==> src/rtl/fir_pkg.sv <==
// Shared widths and types for the FIR low-pass chain and its decimating output stage.
package fir_pkg;

  localparam int FIR_IN_W       = 14;
  localparam int FIR_OUT_W      = FIR_IN_W + 16;
  localparam int DEC_OUT_W      = 16;
  localparam int DEC_MAX_LOG2   = 5;
  localparam int FIR_GAIN_SHIFT = 15;

  typedef logic signed [FIR_OUT_W-1:0] fir_out_t;
  typedef logic signed [DEC_OUT_W-1:0] dec_out_t;

  // Limit a requested decimation exponent to the largest supported one.
  function automatic logic [2:0] clamp_log2(input logic [2:0] req, input logic [2:0] max_log2);
    return (req > max_log2) ? max_log2 : req;
  endfunction

endpackage

==> src/rtl/round_sat_shift.sv <==
// Combinational round-half-up arithmetic right shift followed by saturation to OUT_W bits.
module round_sat_shift #(
  parameter int SUM_W = 35,
  parameter int OUT_W = 16,
  parameter int SH_W  = 5
) (
  input  logic signed [SUM_W-1:0] sum,
  input  logic        [SH_W-1:0]  shift,
  output logic signed [OUT_W-1:0] q,
  output logic                    sat_hit
);

  // One guard bit keeps the rounding offset from wrapping a near-full-scale sum.
  localparam logic signed [SUM_W:0] MAX_V = (SUM_W+1)'(2**(OUT_W-1) - 1);
  localparam logic signed [SUM_W:0] MIN_V = ~MAX_V;

  logic signed [SUM_W:0] ext;
  logic signed [SUM_W:0] half;
  logic signed [SUM_W:0] rnd;
  logic signed [SUM_W:0] shr;

  // Add half an LSB of the result, shift arithmetically, then clip to the output range.
  always_comb begin
    ext  = {sum[SUM_W-1], sum};
    half = '0;
    if (shift != '0) begin
      half = (SUM_W+1)'(1) << (shift - SH_W'(1));
    end
    rnd     = ext + half;
    shr     = rnd >>> shift;
    sat_hit = 1'b0;
    q       = shr[OUT_W-1:0];
    if (shr > MAX_V) begin
      q       = MAX_V[OUT_W-1:0];
      sat_hit = 1'b1;
    end else if (shr < MIN_V) begin
      q       = MIN_V[OUT_W-1:0];
      sat_hit = 1'b1;
    end
  end

endmodule

==> src/rtl/fir_decim_round_sat.sv <==
// Integrate-and-dump decimator after the FIR: averages 2^dec_log2 samples, removes the
// FIR DC gain, rounds and saturates to OUT_W, and hands words out over valid/ready.
module fir_decim_round_sat
  import fir_pkg::*;
#(
  parameter int IN_W       = FIR_OUT_W,
  parameter int OUT_W      = DEC_OUT_W,
  parameter int MAX_LOG2   = DEC_MAX_LOG2,
  parameter int GAIN_SHIFT = FIR_GAIN_SHIFT
) (
  input  logic                    clk,
  input  logic                    n_rst,
  input  logic signed [IN_W-1:0]  din,
  input  logic                    din_en,
  input  logic        [2:0]       dec_log2,
  input  logic                    clr,
  output logic signed [OUT_W-1:0] dout,
  output logic                    dout_valid,
  input  logic                    dout_ready,
  output logic                    sat,
  output logic                    overrun
);

  localparam int ACC_W = IN_W + MAX_LOG2;
  localparam int CNT_W = (MAX_LOG2 > 0) ? MAX_LOG2 : 1;
  localparam int SH_W  = $clog2(MAX_LOG2 + GAIN_SHIFT + 1);

  logic signed [ACC_W-1:0] acc_reg, acc_next, sum;
  logic        [CNT_W-1:0] cnt_reg, cnt_next, last_idx;
  logic        [CNT_W:0]   span;
  logic        [2:0]       cur_log2_reg, cur_log2_next, eff_log2;
  logic        [SH_W-1:0]  shift_amt;
  logic                    frame_done;
  logic signed [OUT_W-1:0] q;
  logic                    q_sat;
  logic signed [OUT_W-1:0] dout_reg, dout_next;
  logic                    dout_valid_reg, dout_valid_next;
  logic                    sat_reg, sat_next;
  logic                    overrun_reg, overrun_next;

  // Frame length is taken from dec_log2 only on the first sample of a frame (cnt==0),
  // so a one-sample frame uses the freshly latched exponent in the same cycle.
  always_comb begin
    eff_log2   = (cnt_reg == '0) ? clamp_log2(dec_log2, 3'(MAX_LOG2)) : cur_log2_reg;
    span       = (CNT_W+1)'(1) << eff_log2;
    last_idx   = CNT_W'(span - (CNT_W+1)'(1));
    frame_done = din_en && (cnt_reg == last_idx);
    sum        = acc_reg + $signed({{MAX_LOG2{din[IN_W-1]}}, din});
    shift_amt  = SH_W'(eff_log2) + SH_W'(GAIN_SHIFT);
  end

  round_sat_shift #(
    .SUM_W (ACC_W),
    .OUT_W (OUT_W),
    .SH_W  (SH_W)
  ) u_round_sat_shift (
    .sum     (sum),
    .shift   (shift_amt),
    .q       (q),
    .sat_hit (q_sat)
  );

  // Next-state for the accumulate/count frame logic and the output handshake register.
  always_comb begin
    acc_next        = acc_reg;
    cnt_next        = cnt_reg;
    cur_log2_next   = cur_log2_reg;
    dout_next       = dout_reg;
    dout_valid_next = dout_valid_reg;
    sat_next        = sat_reg;
    overrun_next    = overrun_reg;
    if (clr) begin
      // Clear wins over sample and completion; a word finishing now is dropped.
      acc_next        = '0;
      cnt_next        = '0;
      dout_valid_next = 1'b0;
      sat_next        = 1'b0;
      overrun_next    = 1'b0;
    end else begin
      if (din_en) begin
        cur_log2_next = eff_log2;
        if (frame_done) begin
          acc_next = '0;
          cnt_next = '0;
        end else begin
          acc_next = sum;
          cnt_next = cnt_reg + CNT_W'(1);
        end
      end
      if (frame_done) begin
        // Latest word wins; it only counts as overrun if the old one was not taken now.
        dout_next       = q;
        dout_valid_next = 1'b1;
        sat_next        = sat_reg | q_sat;
        overrun_next    = overrun_reg | (dout_valid_reg & ~dout_ready);
      end else if (dout_valid_reg && dout_ready) begin
        dout_valid_next = 1'b0;
      end
    end
  end

  // State registers with asynchronous active-low reset.
  always_ff @(posedge clk or negedge n_rst) begin
    if (!n_rst) begin
      acc_reg        <= '0;
      cnt_reg        <= '0;
      cur_log2_reg   <= '0;
      dout_reg       <= '0;
      dout_valid_reg <= 1'b0;
      sat_reg        <= 1'b0;
      overrun_reg    <= 1'b0;
    end else begin
      acc_reg        <= acc_next;
      cnt_reg        <= cnt_next;
      cur_log2_reg   <= cur_log2_next;
      dout_reg       <= dout_next;
      dout_valid_reg <= dout_valid_next;
      sat_reg        <= sat_next;
      overrun_reg    <= overrun_next;
    end
  end

  assign dout       = dout_reg;
  assign dout_valid = dout_valid_reg;
  assign sat        = sat_reg;
  assign overrun    = overrun_reg;

endmodule
==> config.mk <==
export PLATFORM = sky130hd
export DESIGN_NAME = fir_decim_round_sat
export DESIGN_NICKNAME = d
export VERILOG_FILES = /design/src/rtl/fir_pkg.sv /design/src/rtl/round_sat_shift.sv /design/src/rtl/fir_decim_round_sat.sv
export SDC_FILE = /design/constraint.sdc
export NUM_CORES = 1
export LEC_CHECK = 0
export CAP_MARGIN = 20
export CELL_PAD_IN_SITES_DETAIL_PLACEMENT = 1
export CELL_PAD_IN_SITES_GLOBAL_PLACEMENT = 2
export CORE_UTILIZATION = 35
export CTS_BUF_LIST = sky130_fd_sc_hd__clkbuf_8
export DETAILED_ROUTE_END_ITERATION = 7
export DONT_BUFFER_PORTS = 1
export PLACE_DENSITY = 0.86
export SYNTH_ARGS = -nofsm -noshare
export SYNTH_HDL_FRONTEND = slang
export SYNTH_SLANG_ARGS = --single-unit
==> constraint.sdc <==
create_clock -name clk -period 9.6 [get_ports clk]
set_clock_uncertainty 0.05 [all_clocks]
set_input_delay 1.92 -clock clk [delete_from_list [all_inputs] [get_ports clk]]
set_output_delay 1.92 -clock clk [all_outputs]
set_load 0.01 [all_outputs]
==> run_results.csv <==
group,metric,value,unit
pwr,cellPowerDensity,303,nW/µm²
placed_design,io_buffer_count,0,
critical_path,worst-endpoint-arrival,8.97,ns
timing,timing.max_slew.rel_slack,0.424,
worst_hold_path,timing.hold.worst.class,"reg2reg",
route,wl_met2,15700,µm
placed_design,hpwlAfterDp,26400,µm
final_layout,n_fill_cell,3274,
floorplan,dieWidth,166,µm
critical_path,timing.critical_path.to_type,"register",
final_layout,diodes,0,
timing,rsz_0062_raised_after_global_routing,"false",
critical_path,worstRegToRegCells,24,
route,m1WireLength,16100,µm
critical_path,max_stage_delay,0.63,ns
pwr,power.share.combinational,0.779,
timing,maxSlewViolCount,0,
route,postRouteWirelength,33600,µm
pwr,p_switching,0.00169,W
pwr,max-vdd-ir-drop,0.100,mV
clocking,cts_buffers,9,
critical_path,r2r_start,"cnt_reg[0]$_DFFE_PN0P_",
logic_synthesis,yosys.cell_types.count,93,
floorplan,coreArea,26300,µm²
route,route.top_layer_used,"met4",
clocking,clock_tree.buffer_depth,2,
timing,tns,0,ns
critical_path,critPathRequiredTime,9.85,ns
timing,worst-slew-pin-transition,0.863,ns
global_route,number_of_antenna_violations_at_the_first_check_in_global_routing,0,
clocking,cts_repair_resize_count,0,
pwr,sum_of_internal_switching_and_leakage_power,0.00302,W
timing,final_ws_setup,0.879,ns
global_route,first_global_vias,9822,
critical_path,cpMaxStageDelayCell,"o21bai_1",
floorplan,chip_height,166,µm
run_status,violations,"DRC",
final_layout,fin_nets,1350,
critical_path,setup.reg_to_reg.worst_slack,1.67,ns
critical_path,critPathKind,"in2reg",
clocking,tritoncts,"built",
timing,achievable-frequency,0.115,GHz
global_route,grt_start_max_net_pins,63,
global_route,grt_first_pass_wirelength,54900,µm
pwr,power.share.sequential,0.126,
global_route,gr-usage-all-layers,0.248,
critical_path,cp-start-kind,"primary input",
logic_synthesis,postSynth.asyncResetShare,1.00,
worst_hold_path,timing.hold.worst_endpoint,"cur_log2_reg[1]$_DFFE_PN0P_",
logic_synthesis,post_synth_inst_count,1260,
floorplan,design.die.area,27600,µm²
logic_synthesis,synth.yosys.seq_area_share,0.164,
timing,finalCriticalPeriod,8.72,ns
final_layout,layout-drive-gt1-share,0.0751,
timing,fin_worst_hold_slack,0.444,ns
floorplan,num_io_pins,57,
pwr,cellLeakagePower,4.23,nW
pwr,cell_internal_pwr,0.00134,W
critical_path,r2r_end,"dout[4]$_DFFE_PN0P_",
pwr,netSwitchingFraction,0.557,
timing,final.period_utilization,0.908,
run_status,run_status,"finished, violations left",
critical_path,timing.critical_path.fanout_max,8,
route,routed_wire_length_per_instance,21.4,µm
job,drv_cap,0,
worst_hold_path,hold-path-cell-count,2,
timing,report.final.setup_viol,0,
clocking,post_cts_buffers,0,
logic_synthesis,post_synth_edffs,0,
logic_synthesis,ys_ff_latch,62,
clocking,register_clock_pin_slew_on_the_reported_worst_setup_and_hold_paths,0.08,ns
route,drt_pass1_iterations,7,
worst_hold_path,holdCritStartpoint,"cur_log2_reg[1]$_DFFE_PN0P_",
route,drt-initial-drc-count,808,
floorplan,initial_core_util,0.359,
placed_design,place.gp.congestion,0.948,
route,dr_vias_cell,6.22,
clocking,cts_sink_cnt,62,
clocking,cts_hold_buffers,0,
placed_design,place_worst_setup_slack,0.635,ns
clocking,clock_tree.htree_level_count,3,
critical_path,crit_path_frequent_cell,"a21oi_1",
route,remaining_drc_errors,2,
logic_synthesis,ys.warnings.count,0,
clocking,insertion_delay,0.39,ns
route,wl_met3,1310,µm
timing,report.final.hold_viol_count,0,
final_layout,largest_register_ff_count,35,
global_route,globalRoute.totalOverflow,0,
logic_synthesis,synth_flop_type,"dfrtp_1",
pwr,power_frac_clock,0.095,
clocking,clock-root-buffer,"clkbuf_8",
route,route.antenna.remaining_nets,0,
logic_synthesis,syn-mean-instance-area,7.49,µm²
floorplan,num_rows,59,
logic_synthesis,mappedNetlistArea,9430,µm²
route,detailroute.via_count,9793,
final_layout,area_growth,5.93,%
==> worst max-delay path by stage <==
stage | startpoint | end | slack (ns) | cells past startpoint
2_1_floorplan | dec_log2[1] | dout[10]$_DFFE_PN0P_ | 0.02 | 32
6_report | din[0] | dout[0]$_DFFE_PN0P_ | 0.88 | 30
4_1_cts | din[0] | dout[4]$_DFFE_PN0P_ | 0.97 | 30
5_1_grt | din[0] | dout[5]$_DFFE_PN0P_ | 0.25 | 30
3_5_place_dp | din[0] | dout[4]$_DFFE_PN0P_ | 0.64 | 30
3_3_place_gp | din[0] | dout[10]$_DFFE_PN0P_ | 0.86 | 30
==> final cells by class <==
class / count / area, µm² / area share
multi-input combinational: 1115 / 7560 / 0.757
sequential: 62 / 1550 / 0.155
tap: 335 / 419 / 0.0420
clock buffer: 10 / 138 / 0.0138
timing repair buffer: 15 / 116 / 0.0116
inverter: 31 / 116 / 0.0116
clock inverter: 6 / 85.1 / 0.00852
==> critical path: cells and delay by family <==
kind / cells / cell delay (ns)
buffers and inverters: 1 / 0.07
adder cells (fa/ha/maj): 3 / 0.83
XOR/XNOR: 1 / 0.11
AO/OA/AOI/OAI: 20 / 5.13
AND/OR/NAND/NOR: 5 / 0.91
==> synthesized netlist by cell type (all sizes together) (11+ instances only) <==
cell / number / area share
a211oi: 21 / 0.018
a21o: 24 / 0.019
a21oi: 127 / 0.069
a22o: 31 / 0.029
and2: 20 / 0.014
buf: 16 / 0.0089
clkbuf: 52 / 0.021
dfrtp: 62 / 0.16
ha: 76 / 0.10
inv: 30 / 0.012
mux2: 11 / 0.013
mux2i: 30 / 0.032
nand2: 138 / 0.055
nand2b: 17 / 0.011
nand3: 25 / 0.013
nand4: 29 / 0.019
nor2: 122 / 0.050
nor3: 37 / 0.021
nor4: 13 / 0.0099
o211ai: 23 / 0.018
o21a: 18 / 0.015
o21ai: 87 / 0.047
xnor2: 31 / 0.029
xor2: 26 / 0.024
==> logic make-up (layout without fill, tap and decap cells) <==
group | Yosys count | in the layout | synth area share
AND/OR/NAND/NOR | 452 | 452 | 0.232
XOR/XNOR | 57 | 57 | 0.0529
multiplexers | 49 | 49 | 0.0641
flip-flops | 62 | 62 | 0.165
buffers and inverters | 99 | 62 | 0.0419
AO/OA/AOI/OAI | 461 | 461 | 0.338
adder cells (fa/ha/maj) | 79 | 79 | 0.106
other | 1 | 17 | 0.000398
==> routing by layer <==
metal | track usage | vias to the layer above
met1 | 0.337 | 4860
met2 | 0.413 | 199
li1 | - | 4702
met5 | 0 | -
met3 | 0.0331 | 32
met4 | 0.0573 | 0
==> power by group through the flow <==
stage | Sequential, W | Clock, W | Combinational, W
global placement | 0.000383 | 0 | 0.00226
floorplan | 0.000373 | 0 | 0.00174
detailed placement | 0.000386 | 0 | 0.00229
CTS | 0.000381 | 0.000296 | 0.00231
finish | 0.000380 | 0.000288 | 0.00236
global route | 0.000388 | 0.000302 | 0.00258
==> placed cells by master, fill, tap and decap left out, drive strengths merged, types with 18 or more instances in the layout <==
cell	n
a21o	24
xnor2	31
o211ai	23
nand4	29
a22o	31
nor2	122
o21ai	87
and2	20
xor2	26
inv	30
a21oi	127
dfrtp	62
nand3	25
ha	76
o21a	18
nor3	37
nand2	138
a211oi	21
mux2i	30
==> through the flow <==
stage	std cells	util	cell area, µm²
global route	1574	0.380	9990
global placement	1557	0.371	9760
finish	1574	0.380	9990
floorplan	1276	-	9500
detailed placement	1557	0.371	9760
CTS	1573	0.380	9980
Note: power is estimated with default switching activity, not from simulation.
